File: config.mk
export PLATFORM = sky130hd
export DESIGN_NAME = layer_mixer_flat
export DESIGN_NICKNAME = d
export VERILOG_FILES = /design/src/rtl/gfx_pkg.sv /design/src/rtl/layer_mixer_if.sv /design/src/rtl/layer_arbiter.sv /design/src/rtl/layer_mixer.sv /design/src/flat_wrapper.sv
export SDC_FILE = /design/constraint.sdc
export NUM_CORES = 1
export LEC_CHECK = 0
export ABC_AREA = 1
export CAP_MARGIN = 0
export CORE_MARGIN = 2
export CORE_UTILIZATION = 51
export DETAILED_ROUTE_END_ITERATION = 7
export PLACE_DENSITY = 0.8
export SYNTH_ARGS = -nofsm -noshare
export SYNTH_HDL_FRONTEND = slang
export SYNTH_HIERARCHICAL = 1
export SYNTH_SLANG_ARGS = --single-unit
File: constraint.sdc
create_clock -name i_clk -period 17.4 [get_ports i_clk]
set_input_delay 3.48 -clock i_clk [delete_from_list [all_inputs] [get_ports i_clk]]
set_output_delay 3.48 -clock i_clk [all_outputs]
set_load 0.05 [all_outputs]
File: src/rtl/gfx_pkg.sv
// gfx_pkg: shared colour type, pack/unpack helpers and reset priority for the gfx path.
package gfx_pkg;
    localparam int CH_W = 8;
    typedef struct packed {
        logic [CH_W-1:0] r;
        logic [CH_W-1:0] g;
        logic [CH_W-1:0] b;
    } rgb_t;
    function automatic rgb_t rgb_unpack(input logic [3*CH_W-1:0] v);
        return rgb_t'(v);
    endfunction
    function automatic logic [3*CH_W-1:0] rgb_pack(input rgb_t c);
        return c;
    endfunction
    // Wraps to the low bits of the index when the layer count exceeds the priority range.
    function automatic int default_prio(input int idx, input int w);
        return idx % (1 << w);
    endfunction
endpackage

File: src/rtl/layer_mixer_if.sv
// layer_mixer_if: pixel, configuration and composited-output signals of the layer mixer.
interface layer_mixer_if #(
    parameter int NUM_LAYERS = 16,
    parameter int COLOR_W    = 8,
    parameter int COORD_W    = 16
);
    localparam int PRIO_W = (NUM_LAYERS > 1) ? $clog2(NUM_LAYERS) : 1;
    logic                            i_pix_valid;
    logic [COORD_W-1:0]              i_x;
    logic [COORD_W-1:0]              i_y;
    logic                            i_v_sync;
    logic [NUM_LAYERS*3*COLOR_W-1:0] i_layer_rgb;
    logic [NUM_LAYERS-1:0]           i_layer_hit;
    logic [3*COLOR_W-1:0]            i_bg_rgb;
    logic                            i_cfg_we;
    logic [PRIO_W-1:0]               i_cfg_layer;
    logic                            i_cfg_en;
    logic [PRIO_W-1:0]               i_cfg_prio;
    logic [COLOR_W-1:0]              o_red;
    logic [COLOR_W-1:0]              o_green;
    logic [COLOR_W-1:0]              o_blue;
    logic                            o_valid;
    logic [COORD_W-1:0]              o_x;
    logic [COORD_W-1:0]              o_y;
    logic [NUM_LAYERS-1:0]           o_collide;
    logic                            o_collide_valid;
    modport master (
        output i_pix_valid, i_x, i_y, i_v_sync, i_layer_rgb, i_layer_hit, i_bg_rgb,
               i_cfg_we, i_cfg_layer, i_cfg_en, i_cfg_prio,
        input  o_red, o_green, o_blue, o_valid, o_x, o_y, o_collide, o_collide_valid
    );
    modport slave (
        input  i_pix_valid, i_x, i_y, i_v_sync, i_layer_rgb, i_layer_hit, i_bg_rgb,
               i_cfg_we, i_cfg_layer, i_cfg_en, i_cfg_prio,
        output o_red, o_green, o_blue, o_valid, o_x, o_y, o_collide, o_collide_valid
    );
endinterface

File: src/rtl/layer_arbiter.sv
// layer_arbiter: combinational min-priority select over all layers, lower index wins ties.
module layer_arbiter #(
    parameter int NUM_LAYERS = 16,
    parameter int PRIO_W     = 4
)(
    input  logic [NUM_LAYERS-1:0]        cand,
    input  logic [NUM_LAYERS*PRIO_W-1:0] prio,
    output logic [PRIO_W-1:0]            win,
    output logic                         any
);
    logic [PRIO_W-1:0] best;
    // Strict less-than keeps the earlier (lower-index) layer on equal priority.
    always_comb begin
        win  = '0;
        any  = 1'b0;
        best = '0;
        for (int i = 0; i < NUM_LAYERS; i++) begin
            if (cand[i] && (!any || prio[i*PRIO_W +: PRIO_W] < best)) begin
                win  = PRIO_W'(i);
                best = prio[i*PRIO_W +: PRIO_W];
                any  = 1'b1;
            end
        end
    end
endmodule

File: src/rtl/layer_mixer.sv
// layer_mixer: two-stage priority compositor with frame-latched config tables and per-frame collision report.
module layer_mixer
    import gfx_pkg::*;
#(
    parameter int NUM_LAYERS  = 16,
    parameter int COLOR_W     = 8,
    parameter int COORD_W     = 16,
    parameter int WATCH_LAYER = 0
)(
    input logic        i_clk,
    input logic        i_rst_n,
    layer_mixer_if.slave bus
);
    localparam int PRIO_W = (NUM_LAYERS > 1) ? $clog2(NUM_LAYERS) : 1;
    localparam int PIX_W  = 3 * COLOR_W;
    logic                            v_sync_q;
    logic                            boundary;
    logic [NUM_LAYERS-1:0]           sh_en;
    logic [NUM_LAYERS-1:0]           act_en;
    logic [PRIO_W-1:0]               sh_prio  [NUM_LAYERS];
    logic [PRIO_W-1:0]               act_prio [NUM_LAYERS];
    logic [NUM_LAYERS*PRIO_W-1:0]    act_prio_flat;
    logic [NUM_LAYERS-1:0]           cand;
    logic [PRIO_W-1:0]               win;
    logic                            any;
    logic [NUM_LAYERS-1:0]           coll_now;
    logic [NUM_LAYERS-1:0]           acc;
    logic [NUM_LAYERS*PIX_W-1:0]     s1_rgb;
    logic [PIX_W-1:0]                s1_bg;
    logic [PRIO_W-1:0]               s1_win;
    logic                            s1_any;
    logic                            s1_valid;
    logic [COORD_W-1:0]              s1_x;
    logic [COORD_W-1:0]              s1_y;
    logic [PIX_W-1:0]                pix_q;

    assign boundary = bus.i_v_sync && !v_sync_q;
    assign cand     = bus.i_layer_hit & act_en;
    assign coll_now = (bus.i_pix_valid && bus.i_layer_hit[WATCH_LAYER] && act_en[WATCH_LAYER])
                    ? (cand & ~(NUM_LAYERS'(1) << WATCH_LAYER)) : '0;

    always_comb begin
        act_prio_flat = '0;
        for (int i = 0; i < NUM_LAYERS; i++) act_prio_flat[i*PRIO_W +: PRIO_W] = act_prio[i];
    end

    layer_arbiter #(.NUM_LAYERS(NUM_LAYERS), .PRIO_W(PRIO_W)) u_arb (
        .cand (cand),
        .prio (act_prio_flat),
        .win  (win),
        .any  (any)
    );

    // The copy reads the shadow before this cycle's write lands, so a boundary-cycle write waits a frame.
    always_ff @(posedge i_clk or negedge i_rst_n) begin
        if (!i_rst_n) begin
            v_sync_q <= 1'b0;
            sh_en    <= '1;
            act_en   <= '1;
            for (int i = 0; i < NUM_LAYERS; i++) begin
                sh_prio[i]  <= PRIO_W'(default_prio(i, PRIO_W));
                act_prio[i] <= PRIO_W'(default_prio(i, PRIO_W));
            end
        end else begin
            v_sync_q <= bus.i_v_sync;
            if (boundary) begin
                act_en   <= sh_en;
                act_prio <= sh_prio;
            end
            if (bus.i_cfg_we) begin
                sh_en[bus.i_cfg_layer]   <= bus.i_cfg_en;
                sh_prio[bus.i_cfg_layer] <= bus.i_cfg_prio;
            end
        end
    end

    always_ff @(posedge i_clk or negedge i_rst_n) begin
        if (!i_rst_n) begin
            acc                 <= '0;
            bus.o_collide       <= '0;
            bus.o_collide_valid <= 1'b0;
        end else begin
            acc                 <= boundary ? '0 : (acc | coll_now);
            bus.o_collide       <= boundary ? (acc | coll_now) : bus.o_collide;
            bus.o_collide_valid <= boundary;
        end
    end

    always_ff @(posedge i_clk or negedge i_rst_n) begin
        if (!i_rst_n) begin
            s1_rgb      <= '0;
            s1_bg       <= '0;
            s1_win      <= '0;
            s1_any      <= 1'b0;
            s1_valid    <= 1'b0;
            s1_x        <= '0;
            s1_y        <= '0;
            pix_q       <= '0;
            bus.o_valid <= 1'b0;
            bus.o_x     <= '0;
            bus.o_y     <= '0;
        end else begin
            s1_rgb      <= bus.i_layer_rgb;
            s1_bg       <= bus.i_bg_rgb;
            s1_win      <= win;
            s1_any      <= any;
            s1_valid    <= bus.i_pix_valid;
            s1_x        <= bus.i_x;
            s1_y        <= bus.i_y;
            pix_q       <= s1_any ? s1_rgb[int'(s1_win)*PIX_W +: PIX_W] : s1_bg;
            bus.o_valid <= s1_valid;
            bus.o_x     <= s1_x;
            bus.o_y     <= s1_y;
        end
    end

    assign bus.o_red   = pix_q[2*COLOR_W +: COLOR_W];
    assign bus.o_green = pix_q[COLOR_W +: COLOR_W];
    assign bus.o_blue  = pix_q[0 +: COLOR_W];
endmodule

File: src/flat_wrapper.sv
// flat-port wrapper written by rule: the top's interface ports become plain ports
module layer_mixer_flat import gfx_pkg::*;
#(
    parameter int NUM_LAYERS  = 16,
    parameter int COLOR_W     = 8,
    parameter int COORD_W     = 16,
    parameter int WATCH_LAYER = 0
)
  (i_clk, i_rst_n, bus_i_pix_valid, bus_i_x, bus_i_y, bus_i_v_sync, bus_i_layer_rgb, bus_i_layer_hit, bus_i_bg_rgb, bus_i_cfg_we, bus_i_cfg_layer, bus_i_cfg_en, bus_i_cfg_prio, bus_o_red, bus_o_green, bus_o_blue, bus_o_valid, bus_o_x, bus_o_y, bus_o_collide, bus_o_collide_valid);
  layer_mixer_if #(.NUM_LAYERS(NUM_LAYERS), .COLOR_W(COLOR_W), .COORD_W(COORD_W)) bus_i ();
  input logic i_clk;
  input logic i_rst_n;
  input wire logic [$bits(bus_i.i_pix_valid)-1:0] bus_i_pix_valid;
  input wire logic [$bits(bus_i.i_x)-1:0] bus_i_x;
  input wire logic [$bits(bus_i.i_y)-1:0] bus_i_y;
  input wire logic [$bits(bus_i.i_v_sync)-1:0] bus_i_v_sync;
  input wire logic [$bits(bus_i.i_layer_rgb)-1:0] bus_i_layer_rgb;
  input wire logic [$bits(bus_i.i_layer_hit)-1:0] bus_i_layer_hit;
  input wire logic [$bits(bus_i.i_bg_rgb)-1:0] bus_i_bg_rgb;
  input wire logic [$bits(bus_i.i_cfg_we)-1:0] bus_i_cfg_we;
  input wire logic [$bits(bus_i.i_cfg_layer)-1:0] bus_i_cfg_layer;
  input wire logic [$bits(bus_i.i_cfg_en)-1:0] bus_i_cfg_en;
  input wire logic [$bits(bus_i.i_cfg_prio)-1:0] bus_i_cfg_prio;
  output wire logic [$bits(bus_i.o_red)-1:0] bus_o_red;
  output wire logic [$bits(bus_i.o_green)-1:0] bus_o_green;
  output wire logic [$bits(bus_i.o_blue)-1:0] bus_o_blue;
  output wire logic [$bits(bus_i.o_valid)-1:0] bus_o_valid;
  output wire logic [$bits(bus_i.o_x)-1:0] bus_o_x;
  output wire logic [$bits(bus_i.o_y)-1:0] bus_o_y;
  output wire logic [$bits(bus_i.o_collide)-1:0] bus_o_collide;
  output wire logic [$bits(bus_i.o_collide_valid)-1:0] bus_o_collide_valid;
  assign bus_i.i_pix_valid = bus_i_pix_valid;
  assign bus_i.i_x = bus_i_x;
  assign bus_i.i_y = bus_i_y;
  assign bus_i.i_v_sync = bus_i_v_sync;
  assign bus_i.i_layer_rgb = bus_i_layer_rgb;
  assign bus_i.i_layer_hit = bus_i_layer_hit;
  assign bus_i.i_bg_rgb = bus_i_bg_rgb;
  assign bus_i.i_cfg_we = bus_i_cfg_we;
  assign bus_i.i_cfg_layer = bus_i_cfg_layer;
  assign bus_i.i_cfg_en = bus_i_cfg_en;
  assign bus_i.i_cfg_prio = bus_i_cfg_prio;
  assign bus_o_red = bus_i.o_red;
  assign bus_o_green = bus_i.o_green;
  assign bus_o_blue = bus_i.o_blue;
  assign bus_o_valid = bus_i.o_valid;
  assign bus_o_x = bus_i.o_x;
  assign bus_o_y = bus_i.o_y;
  assign bus_o_collide = bus_i.o_collide;
  assign bus_o_collide_valid = bus_i.o_collide_valid;
  layer_mixer #(.NUM_LAYERS(NUM_LAYERS), .COLOR_W(COLOR_W), .COORD_W(COORD_W), .WATCH_LAYER(WATCH_LAYER)) u_core (.i_clk(i_clk), .i_rst_n(i_rst_n), .bus(bus_i));
endmodule
; Word level (Yosys, flattened, before mapping)
; Index checks and enable logic that the tools add are counted.
[classes]
multipliers = 1
n_lt_le_gt_ge = 19
shift = 1
muxes = 55
bitwise = 3
n_reduce_logical = 51
[ops]
columns = cell, n
row1 = $shiftx A384 B32 Y24, 1
row2 = $mux W4, 30
row3 = $bwmux W64, 1
row4 = $lt A4 B4 Y1, 15
row5 = $mux W16, 2
row6 = $mux W24, 1
row7 = $logic_and A1 B1 Y1, 20
row8 = $mux W1, 18
row9 = $and A16 B16 Y16, 1
row10 = $bwmux W16, 1
row11 = $demux W4 S4, 1
row12 = $logic_not A1 Y1, 16
row13 = $or A16 B16 Y16, 1
row14 = $logic_or A1 B1 Y1, 15
row15 = $mul A4 B2 Y6 const B, 1
row16 = $ge A5 B5 Y1 const B, 1
row17 = $lt A4 B5 Y1 const B, 1
row18 = $lt A5 B1 Y1 const B, 1
row19 = $not A4 Y5, 1
row20 = $demux W1 S4, 1
row21 = $ge A4 B1 Y1 const B, 1
[word_totals]
regBits = 697
in_bits = 470
output_inout_bits = 74
wordCells = 179

; Depth between registers and ports, before layout
[logic_depth]
ltp_word = 62
mapped_depth = 138
ltp_nobuf = 138

; Modules after synthesis
; Netlist, hierarchy kept.
[modules_own_cells]
columns = mod, instances, cells_each, area_per_inst_um2, seq_area_each_um2
row1 = layer_mixer, 1, 2209, 23924.2, 17511.8
row2 = layer_arbiter, 1, 507, 2518.7, 0.0

; Worst setup path before layout
; OpenSTA, ideal clock, no wires.
[synth_path]
path_type = input-to-reg
startpoint = input port bus_i_layer_hit[0]
endpoint = register u_core.s1_win[1]
setup_ps = 121
t_arrival_ps = 16197
t_required_ps = 17279
setup_slack_ps = 1081
cell_stages = 119
n_path_buf = 0
path_cell_list = nand2_1 -> inv_1 -> nand2_1 -> ha_1 -> a21oi_1 -> nand2_1 -> nand2_1 -> nand2_2 -> o21ai_0 -> ha_1 -> a21oi_1 -> nand2_1 -> nand2_2 -> nand2_4 -> o21ai_0 -> ha_1 -> a21oi_1 -> nand2_1 -> (+83 left out) -> inv_1 -> ha_1 -> nand2_1 -> nand2_1 -> nand2_1 -> nand2_1 -> nand2_2 -> nand2_4 -> nand2_1 -> o21ai_0 -> ha_1 -> nand2_1 -> inv_1 -> nand2_1 -> nand2_1 -> nand2_1 -> nand2_2 -> nand2_1
[synth_between]
elab_chain_cells = 62
elab_cells_between_ends = 105
classes_between = order compare: 15 / mux: 44 / bitwise: 1 / reduce/logical: 45
[synth_lines]
columns = item, line
row1 = start: declaration, flat_wrapper.sv:18  ; input wire logic [$bits(bus_i.i_layer_hit)-1:0] bus_i_layer_hit;
row2 = $and A16 B16 Y16 *, layer_mixer.sv:38  ; assign cand = bus.i_layer_hit & act_en;
row3 = named net u_core.cand[0], layer_mixer.sv:23  ; logic [NUM_LAYERS-1:0] cand;
row4 = $mux W4 or $mux W1 (tied branches), layer_arbiter.sv:18  ; if (cand[i] && (!any || prio[i*PRIO_W +: PRIO_W] < best)) begin
row5 = $lt A4 B4 Y1 or $logic_not A1 Y1 (tied branches), layer_arbiter.sv:18
row6 = $logic_or A1 B1 Y1, layer_arbiter.sv:18
row7 = $logic_and A1 B1 Y1, layer_arbiter.sv:18
row8 = $mux W4 or $mux W1 (tied branches), layer_arbiter.sv:18
row9 = $lt A4 B4 Y1 or $logic_not A1 Y1 (tied branches), layer_arbiter.sv:18
row10 = (+48 left out), -
row11 = $logic_or A1 B1 Y1, layer_arbiter.sv:18
row12 = $logic_and A1 B1 Y1, layer_arbiter.sv:18
row13 = $mux W4 or $mux W1 (tied branches), layer_arbiter.sv:18
row14 = $lt A4 B4 Y1 or $logic_not A1 Y1 (tied branches), layer_arbiter.sv:18
row15 = $logic_or A1 B1 Y1, layer_arbiter.sv:18
row16 = $logic_and A1 B1 Y1, layer_arbiter.sv:18
row17 = $mux W4 *, layer_arbiter.sv:18
row18 = named net u_core.win[1], layer_mixer.sv:24  ; logic [PRIO_W-1:0] win;
row19 = end signal: assignment, layer_mixer.sv:105  ; s1_win <= win;
row20 = end: declaration, layer_mixer.sv:30  ; logic [PRIO_W-1:0] s1_win;
; The timed path passes the listed nets; every way through them passes the cells marked *.
; A chain may end at the register's enable or synchronous reset.

; Final worst setup path
[layout_path]
startpoint = input port bus_i_layer_hit[0]
endpoint = register u_core.s1_win[2]
; Same word-level chain as after synthesis.

==> out/qor.csv <==
stage,metric,value,unit
drt,vias,21700,
clocking,clk_pin_slew_worst_paths,60,ps
placement,place_ws,-1260,ps
timing,fmax,0.0605,GHz
drt,drt_wl_total,85500,um
yosys,synth_ff_type,dfrtp_1,
placement,dpl.hpwl,59500,um
yosys,netlist_area,26400,um^2
power,power.density,154,nW/um^2
yosys,seq_area_frac_synth,66.2,%
power,p_leak,17.1,nW
drt,dr.pass1.iters,5,
power,p_total,5.52,mW
final_layout,fin_cells,4079,
floorplanning,rows,83,
global_routing,antenna_found_initial,18,
job,drv_cap,0,
timing,tns,0,ps
placement,io_buffers,542,
yosys,synth_top_area_share,56.7,%
floorplanning,die_w,232,um
yosys,ys_top_cells_by_count,"nand2_1 (1091), dfrtp_1 (599), nand3_1 (359), o21ai_0 (139), inv_1 (129)",
min_path,hold_class,register to register,
worst_setup_path,setup.worst_path.start,bus_i_layer_hit[0],
yosys,synth.most_common_cell,nand2_1,
timing,clock_skew,24.8,ps
yosys,synth_cell_types,28,
timing,layout_setup_ws,862,ps
global_routing,grt_pass1_vias,21700,
floorplanning,start_util,51.5,%
worst_setup_path,required,17890,ps
floorplanning,core_area,51300,um^2
power,ir_drop,0.0880,mV
yosys,syn_avg_cell_area,9.74,um^2
yosys,synth_edf_count,0,
timing,fin_crit_sh,95.0,%
clocking,clk_latency,610,ps
worst_setup_path,critPathLaunchType,primary input,
worst_setup_path,path_common_cell,nand2_1,
yosys,synthTopCellsByArea,"dfrtp_1 (57%), nand2_1 (15%), dfstp_2 (9.5%)",
timing,setup_violations,0,
yosys,synth_warnings,6,
global_routing,gr-usage-all-layers,31.4,%
final_layout,syn2layout_area_growth,35.4,%
yosys,synthCells,2716,
timing,final_hold_viol_count,0,
timing,slew_headroom,29.5,%
worst_setup_path,rr_startpoint,u_core/act_en[0],
clocking,cts.htree.levels,3,
clocking,cts_tree,done,
worst_setup_path,endpoint_kind,register,
timing,final_max_slew_viol_count,0,
yosys,synth_top_area_cell,dfrtp_1,
drt,post_drt_wl_per_cell,21.0,um
worst_setup_path,r2r_slack,3310,ps
worst_setup_path,critPathKind,primary input to register,
worst_setup_path,cpPeakStageDelay,330,ps
clocking,cts_made_buffers,70,
global_routing,grt_max_degree,179,
placement,dp.cells,3917,
min_path,hold_start,u_core/s1_x[9],
floorplanning,fp.dieArea,53700,um^2
worst_setup_path,critPathMaxFanout,8,
drt,drtIter0Drc,1749,
yosys,syn_nets,3215,
floorplanning,io-pin-count,544,
yosys,synthArstFlopShare,100,%
drt,viasPerCell,5.31,
timing,layout_min_cycle_time,16540,ps
placement,place_congestion,0.919,
drt,drc,0,
global_routing,grt_pass1_wl,127000,um
yosys,ys_seq_elements,695,
final_layout,layout.nets,3831,
global_routing,grt_overflow,0,
clocking,cts_root_buf,clkbuf_16,
clocking,cts_buffer_depth,3,
timing,worst_pin_slew,1060,ps
drt,postRouteAntennaNets,0,
final_layout,drive_gt1_share,13.2,%
run_status,status,completed,
floorplanning,die_h,232,um
worst_setup_path,cp_slowest_cell,ha_1,
clocking,clock-sinks,695,
worst_setup_path,cp_data_arrival_time,17030,ps
[worst paths after layout]
| check | endpoint | depth (start not counted) |
|---|---|---|
| worst max-delay path | u_core/s1_win[2] | 138 |
| worst min-delay path | u_core/bus.o_x[9] | 0 |
| worst max register to register | u_core/s1_win[2] | 137 |
| worst min register to register | u_core/bus.o_x[9] | 0 |
| max in group asynchronous | u_core/s1_rgb[210] | 4 |
| min in group asynchronous | u_core/sh_prio[9] | 1 |
[cells in the final DEF (no fill, tap or decap), drive strengths merged]
cell type | synthesis | final
nand2 | 1135 | 1138
nand3b | 8 | 8
clkinv | 1 | 13
nand4 | 1 | 1
dfstp | 96 | 96
diode | 0 | 15
o21ai | 139 | 139
bufinv | 0 | 9
buf | 76 | 112
a22oi | 1 | 1
nor2 | 57 | 57
a21oi | 26 | 26
or2 | 2 | 2
nor3 | 2 | 2
o21bai | 8 | 8
ha | 29 | 29
clkbuf | 36 | 101
dfrtp | 599 | 599
dlymetal6s2s | 0 | 1
clkdlybuf4s50 | 0 | 540
inv | 136 | 138
conb | 1 | 1
nand3 | 363 | 363
[sequential cells by signal (all words and copies together), names as in the netlist]
register / count
u_core/acc: 15
u_core/act_en: 16
u_core/act_prio: 64
u_core/bus.o_collide: 15
u_core/bus.o_collide_valid: 1
u_core/bus.o_valid: 1
u_core/bus.o_x: 16
u_core/bus.o_y: 16
u_core/pix_q: 24
u_core/s1_any: 1
u_core/s1_bg: 24
u_core/s1_rgb: 384
u_core/s1_valid: 1
u_core/s1_win: 4
u_core/s1_x: 16
u_core/s1_y: 16
u_core/sh_en: 16
u_core/sh_prio: 64
u_core/v_sync_q: 1
[metrics by stage]
step           hold slack, ps  utilization [%]  area (um^2)
2_1_floorplan             331                -        26400
3_3_place_gp              331             64.1        32900
3_5_place_dp              335             64.1        32900
4_1_cts                   348             68.8        35300
5_1_grt                   354             69.7        35800
6_report                  346             69.8        35800
[metal layers]
layer  routed length (um)  vias up  GRT usage [%]
li1                     -     9852              -
met1                33100    10600           39.8
met2                41200      960           50.8
met3                 6990      210           7.20
met4                 4180       12           15.8
met5                   80        -              0
[what timing repair did]
action,in CTS,in global routing
pin swaps,0,53
resized for setup,13,83
gates cloned,0,3
setup buffers,0,20
hold buffers,0,0
setup endpoints to repair,4,4
hold endpoints to repair,0,0
[cell type report]
class	instances	area, um^2
well taps	680	851
diodes	15	37.5
inverters	137	520
flip-flops and latches	695	17500
clock buffers	101	2030
repair buffers	653	6280
clock inverters	23	370
fillers	3658	15500
multi-input cells	1775	8180
[power breakdown]
part	switching [mW]	internal (mW)	total (mW)
Clock	0.621	0.947	1.57
Sequential	0.140	1.82	1.96
Combinational	1.30	0.692	1.99
[cells by family (layout without fill, tap and decap cells)]
family                     Yosys count  in the layout  synth area share [%]
AOI/OAI and AO/OA                  174            174                  3.38
adders and majority gates           29             29                  1.37
buffers and inverters              249            914                  4.03
DFF                                695            695                  66.2
other                                1             16                0.0142
and+or+nand+nor                   1568           1571                  25.0
[critical path, delay by kind of cell]
family / cells / cell delay, ps
fa+ha+maj: 14 / 4020
buf+inv: 21 / 1430
simple gates: 84 / 6530
compound gates: 19 / 1540
No activity file was read; power rests on OpenSTA's default activity.
